==> src/rtl/result_dump_unit.sv <==
// Result dump unit: after the CPU raises its end-of-program flag, reads a fixed
// window of data memory one word at a time and streams each word out as four
// bytes, most significant first, over a valid/ready byte link.
module result_dump_unit #(
  parameter logic [31:0] BaseAddr  = 32'h0000_0100,
  parameter int unsigned WordCount = 64,
  parameter int unsigned AddrStep  = 4
) (
  input  logic        clk,
  input  logic        reset,
  input  logic        end_flag,
  output logic        rd_en,
  output logic [31:0] rd_addr,
  input  logic [31:0] rd_data,
  output logic [7:0]  byte_data,
  output logic        byte_valid,
  input  logic        byte_ready,
  output logic        busy,
  output logic        done
);

  // StArm is the IDLE-decision cycle; StDoneHold parks the unit until reset.
  typedef enum logic [2:0] {
    StIdle,
    StArm,
    StIssue,
    StWait,
    StSend,
    StNext,
    StFin,
    StDoneHold
  } state_e;

  state_e      state_q;
  logic        flag_q;
  logic        rise_q;
  logic [31:0] word_cnt_q;
  logic [1:0]  byte_idx_q;
  logic [31:0] shreg_q;

  // Registered rising-edge detect of the CPU end flag.
  always_ff @(posedge clk) begin
    if (!reset) begin
      flag_q <= 1'b0;
      rise_q <= 1'b0;
    end else begin
      flag_q <= end_flag;
      rise_q <= end_flag & ~flag_q;
    end
  end

  // Dump sequencer; every output is registered and reflects the current state.
  always_ff @(posedge clk) begin
    if (!reset) begin
      state_q    <= StIdle;
      rd_en      <= 1'b0;
      rd_addr    <= BaseAddr;
      byte_data  <= 8'h00;
      byte_valid <= 1'b0;
      busy       <= 1'b0;
      done       <= 1'b0;
      word_cnt_q <= 32'd0;
      byte_idx_q <= 2'd0;
      shreg_q    <= 32'd0;
    end else begin
      unique case (state_q)
        StIdle: begin
          if (rise_q) begin
            busy    <= 1'b1;
            state_q <= (WordCount == 0) ? StFin : StArm;
          end
        end
        StArm: begin
          rd_en   <= 1'b1;
          rd_addr <= BaseAddr;
          state_q <= StIssue;
        end
        StIssue: begin
          // rd_en was high for exactly this cycle; data returns next cycle.
          rd_en   <= 1'b0;
          state_q <= StWait;
        end
        StWait: begin
          shreg_q    <= rd_data;
          byte_data  <= rd_data[31:24];
          byte_valid <= 1'b1;
          byte_idx_q <= 2'd0;
          state_q    <= StSend;
        end
        StSend: begin
          // byte_valid is always high here, so byte_ready alone marks a transfer.
          if (byte_ready) begin
            shreg_q    <= shreg_q << 8;
            byte_idx_q <= byte_idx_q + 2'd1;
            if (byte_idx_q == 2'd3) begin
              byte_valid <= 1'b0;
              state_q    <= StNext;
            end else begin
              byte_data <= shreg_q[23:16];
            end
          end
        end
        StNext: begin
          word_cnt_q <= word_cnt_q + 32'd1;
          if (word_cnt_q + 32'd1 == WordCount) begin
            state_q <= StFin;
          end else begin
            rd_en   <= 1'b1;
            rd_addr <= rd_addr + AddrStep;
            state_q <= StIssue;
          end
        end
        StFin: begin
          busy    <= 1'b0;
          done    <= 1'b1;
          state_q <= StDoneHold;
        end
        StDoneHold: begin
          // Further end_flag edges are ignored until reset.
        end
        default: state_q <= StIdle;
      endcase
    end
  end

endmodule

==> config.mk <==
export PLATFORM = sky130hd
export DESIGN_NAME = result_dump_unit
export DESIGN_NICKNAME = d
export VERILOG_FILES = /design/src/rtl/result_dump_unit.sv
export SDC_FILE = /design/constraint.sdc
export NUM_CORES = 1
export LEC_CHECK = 0
export CAP_MARGIN = 10
export CORE_MARGIN = 5
export CORE_UTILIZATION = 54
export CTS_CLUSTER_DIAMETER = 50
export DETAILED_ROUTE_END_ITERATION = 16
export GPL_ROUTABILITY_DRIVEN = 1
export PLACE_DENSITY = 0.8
export SETUP_SLACK_MARGIN = 0.02
export SLEW_MARGIN = 15
export SYNTH_ARGS = -nofsm -noshare
export SYNTH_HDL_FRONTEND = slang
export SYNTH_SLANG_ARGS = --single-unit
==> constraint.sdc <==
create_clock -name clk -period 4.1 [get_ports clk]
set_input_delay 0.82 -clock clk [delete_from_list [all_inputs] [get_ports clk]]
set_output_delay 0.82 -clock clk [all_outputs]
set_load 0.01 [all_outputs]
-- Yosys cells after proc, flatten, opt, wreduce, memory -nomap -nowiden
Cells that the tools add are included.
- register bits: 107
- input port bits: 36
- output and inout port bits: 44
- logic and storage cells: 64
- $add $sub $neg: 3
- equal/unequal tests: 13
- mux-type cells: 21
- bitwise gates (word level): 2
- reduce and logical (&&, ||, !) cells: 13
- operator list (kind ; count):
    one-hot mux 32 bit (2 select lines) ; 1
    one-hot mux 24 bit (2 select lines) ; 1
    adder 32 x 1 -> 32 bit (second input constant) ; 1
    adder 32 x 3 -> 32 bit (second input constant) ; 1
    == test 32 x 7 -> 1 bit (second input constant) ; 1
    2-to-1 mux 32 bit ; 1
    2-to-1 mux 24 bit ; 1
    one-hot mux 3 bit (7 select lines) ; 1
    2-to-1 mux 8 bit ; 2
    one-hot mux 8 bit (2 select lines) ; 1
    2-to-1 mux 3 bit ; 4
    inequality test 2 bit (second input constant) ; 5
    == test 3 bit (second input constant) ; 3
    AND reduction 2 bit ; 4
    nonzero test 7 bit ; 1
    == test 3 x 2 -> 1 bit (second input constant) ; 2
    AND reduction 3 bit ; 2
    nonzero test 2 bit ; 3
    2-to-1 mux 1 bit ; 4
    one-hot mux 1 bit (2 select lines) ; 2
    one-hot mux 2 bit (2 select lines) ; 1
    AND reduction 4 bit ; 1
    == test 3 x 1 -> 1 bit (second input constant) ; 1
    logical NOT 3 bit ; 1
    other kinds (7) ; 7

-- Longest topological paths before layout
- depth after elaboration: 4
- depth in mapped cells: 12
- depth with buffers taken out: 9

-- Least setup slack after synthesis
Ideal clock, no wire load.
- kind: register to register
- start: register word_cnt_q[0]
- end: register rd_addr[9]
- library setup time: 0.150 ns
- data arrival time: 2.732 ns
- data required time: 3.950 ns
- slack: 1.218 ns
- stages on the path, launching flop included: 12
- path buffers: 2
- period minus slack after synthesis: 2.882 ns
- cell sequence: dfxtp_1 -> ha_1 -> nand4_1 -> or2_1 -> clkbuf_1 -> nor4b_1 -> o2111ai_1 -> a2111o_1 -> o31ai_4 -> clkbuf_1 -> or3_1 -> a21oi_1
- longest elaborated chain between the ends: 4
- ends and longest elaborated chain (element ; RTL line ; RTL):
    from (decl) ; 37 ; logic [31:0] word_cnt_q;
    from (signal assigned) ; 104 ; word_cnt_q <= word_cnt_q + 32'd1;
    adder 32 x 1 -> 32 bit ; 105 ; if (word_cnt_q + 32'd1 == WordCount) begin
    == test 32 x 7 -> 1 bit ; 105 ;
    inequality test 2 bit (no source line) ; n/a ;
    AND reduction 2 bit (no source line) ; n/a ;
    to (signal assigned) ; 57 ; rd_addr <= BaseAddr;
    to (signal assigned) ; 75 ; rd_addr <= BaseAddr;
    to (signal assigned) ; 109 ; rd_addr <= rd_addr + AddrStep;
    to (decl) ; 13 ; output logic [31:0] rd_addr,
No other way between the ends.
A chain may end at the register's enable or synchronous reset.

-- Worst setup path after layout
- start: register word_cnt_q[12]
- end: register rd_addr[5]
The elaborated chain is that of the path after synthesis.

==> results.yml <==
grt:
  grt_max_degree: 55
  grt_antenna_before_repair: 0
  track_usage: 0.218
  grt_pass1_wl_microns: 21300
  grt_overflow: 0
  grt_pass1_vias: 4708
synth:
  syn_area_per_cell_sq_um: 7.87
  yosysTopAreaCell: "dfxtp_1"
  ys_ff_latch: 105
  synthMuxAreaShare: 0.00567
  synth_compound_area_frac: 0.178
  yosysSeqAreaShare: 0.397
  syn_inst: 673
  yosysUniqueCellTypes: 56
  async_flop_share: 0
  synth-xor-area-share: 0.0579
  synth_common_cells: "dfxtp_1, nand2_1, nor2_1"
  synth.most_common_cell: "dfxtp_1"
  synth_edf_count: 0
  synth.top_cell.area_share: 0.397
  yosysWarnings: 0
  synth_ff_type: "dfxtp_1"
  synthSimpleGateAreaFrac: 0.302
  yosys-top-cells-area: "dfxtp_1, nand2_1, nor2_1"
  synth_top_family_by_area: "simple AND/OR/NAND/NOR gates"
  synthAdderAreaFrac: 0.00708
  synth.cell_area_sq_um: 5300
power_and_ir_drop:
  power_frac_seq: 0.579
  p_switching_uw: 473
  p_leak_uw: 0.00200
  intPower_uw: 1330
  peakVddDrop_v: 0.000223
  pwr-share-comb: 0.074
  clkPwrFrac: 0.348
  switching_share: 0.262
  p_per_area_nw_per_um2: 289
die:
  io_pins: 80
  dieArea_sq_um: 11900
  die_width_microns: 109
  fp.dieH_microns: 109
  initial_core_util: 0.547
  fp-row-count: 36
  core_area_sq_um: 9680
drt:
  drtIter0Drc: 303
  drt-total-wl_microns: 12600
  drc: 0
  wl_per_cell_microns: 14.8
  vias: 4981
  drt.antenna.violating_nets: 0
  first_pass_iters: 5
  via_per_inst: 5.84
timing:
  setup_tns_ps: 0
  tightest_slew_ps: 952
  whs_ps: 389
  max_slew_margin: 0.365
  hold_viol: 0
  max_freq_ghz: 0.293
  rsz0062_at_grt: "no"
  setup_viol: 0
  post-route-min-period_ps: 3410
  worst_slack_ps: 686
  fin_crit_sh: 0.833
  clock_skew_ps: 15.4
  slew_viol_final: 0
clock_network:
  clock_latency_ps: 380
  cts_tree: "built"
  clk_pin_slew_ps: 100
  cts_hold_buf: 0
  cts_setup_buffers: 0
  clock-root-buffer: "clkbuf_8"
  cts.sinks: 105
  ctsResizeCount: 0
  clock_tree.buffer_depth: 2
  cts_buffers: 9
  htreeDepth: 3
min_path:
  min_path_cells: 1
  hp-class: "flip-flop to flip-flop"
setup_path:
  rr_worst_depth: 9
  worstPathRequired_ps: 4400
  endpoint_kind: "flip-flop"
  crit_arrival_ps: 3720
  cp-start-kind: "flip-flop"
  cp_max_fo: 54
  crit_type: "flip-flop to flip-flop"
placement:
  pre_cts_slack_ps: 750
  portBuffers: 77
  dp_cells: 837
  gp_congestion: 0.904
  dpl.hpwl_microns: 8910
final_layout:
  final_layout_size_suffix_gt1_frac: 0.0444
  fin_nets: 754
  fillers: 875
  fin_util: 0.644
  fin_cells: 853
  antenna_cells: 0
  area_growth_pct: 17.8
outcome:
  status: "complete, no violations"
run:
  maxCapViolations: 0
-- cell type report --
cell class	instances	area [sq um]	share of cell area
timing repair buffer	82	808	0.130
clock inverter	7	70.1	0.0112
tap	133	166	0.0267
sequential	105	2100	0.337
inverter	11	41.3	0.00662
clock buffer	9	124	0.0199
multi-input combinational	506	2930	0.469
-- cell usage in the layout, fill, tap and decap left out, types with 6 or more instances in the layout --
cell | synthesis | routed
o31ai_1 | 19 | 19
o21ai_0 | 19 | 18
nor2b_1 | 6 | 6
clkdlybuf4s50_1 | 0 | 77
dfxtp_1 | 105 | 105
clkbuf_8 | 0 | 9
a22oi_1 | 8 | 8
or4_1 | 11 | 11
inv_1 | 9 | 9
or3_1 | 20 | 20
nor3_1 | 14 | 13
nand3_1 | 35 | 35
xor2_1 | 16 | 16
a21oi_1 | 40 | 40
and3_1 | 14 | 14
o21ai_1 | 8 | 9
nor4_1 | 6 | 6
nand4_1 | 17 | 17
nor2_1 | 84 | 84
a311oi_1 | 24 | 24
nand2_1 | 91 | 91
xnor2_1 | 19 | 19
-- flip-flops by register name, indices dropped and copies added (netlist names) --
register,cells
shreg_q,24
rd_addr,30
done,1
byte_data,8
byte_valid,1
rise_q,1
word_cnt_q,32
state_q,3
busy,1
byte_idx_q,2
flag_q,1
rd_en,1
-- cell families after synthesis --
| family | count (synthesis) |
|---|---|
| compound gates | 140 |
| xor+xnor | 35 |
| fa+ha+maj | 3 |
| buf+inv | 63 |
| flops | 105 |
| mux | 3 |
| other cells | 1 |
| simple gates | 323 |
-- critical path, stage by stage (launching register included) --
cell and delay, ps:
dfxtp_1 520, nand4_2 380, nor4_2 580, xnor2_1 180, o211ai_1 150, a2111o_1 520
o31ai_4 230, buf_4 430, o21ai_0 180, a21oi_1 160
-- power by group through the flow --
| stage | sequential, uW | clock, uW | combinational [uW] |
|---|---|---|---|
| floorplan | 1070 | 0 | 74.2 |
| global placement | 1070 | 0 | 130 |
| detailed placement | 1070 | 0 | 132 |
| CTS | 1040 | 642 | 133 |
| global route | 1050 | 690 | 146 |
| finish | 1040 | 628 | 133 |
-- metrics by stage --
stage | power (uW) | area [sq um]
finish | 1810 | 6240
global route | 1880 | 6240
CTS | 1820 | 6240
detailed placement | 1200 | 6050
global placement | 1200 | 6050
floorplan | 1140 | 5300
-- worst paths after layout --
path	startpoint	endpoint	slack, ps
setup / recovery	word_cnt_q[12]$_SDFFE_PN0P_	rd_addr[5]$_SDFFE_PN0P_	690
hold / removal	flag_q$_SDFF_PN0_	rise_q$_SDFF_PN0_	390
setup reg to reg	word_cnt_q[12]$_SDFFE_PN0P_	rd_addr[5]$_SDFFE_PN0P_	690
hold reg to reg	flag_q$_SDFF_PN0_	rise_q$_SDFF_PN0_	390
-- per-layer routing --
metal	global-route usage	part of all wire	up-vias
li1	-	-	2496
met1	0.280	0.44	2339
met2	0.373	0.49	128
met3	0.0284	0.046	18
met4	0.0794	0.017	0
met5	0	0	-
(Power assumes the default switching activity.)
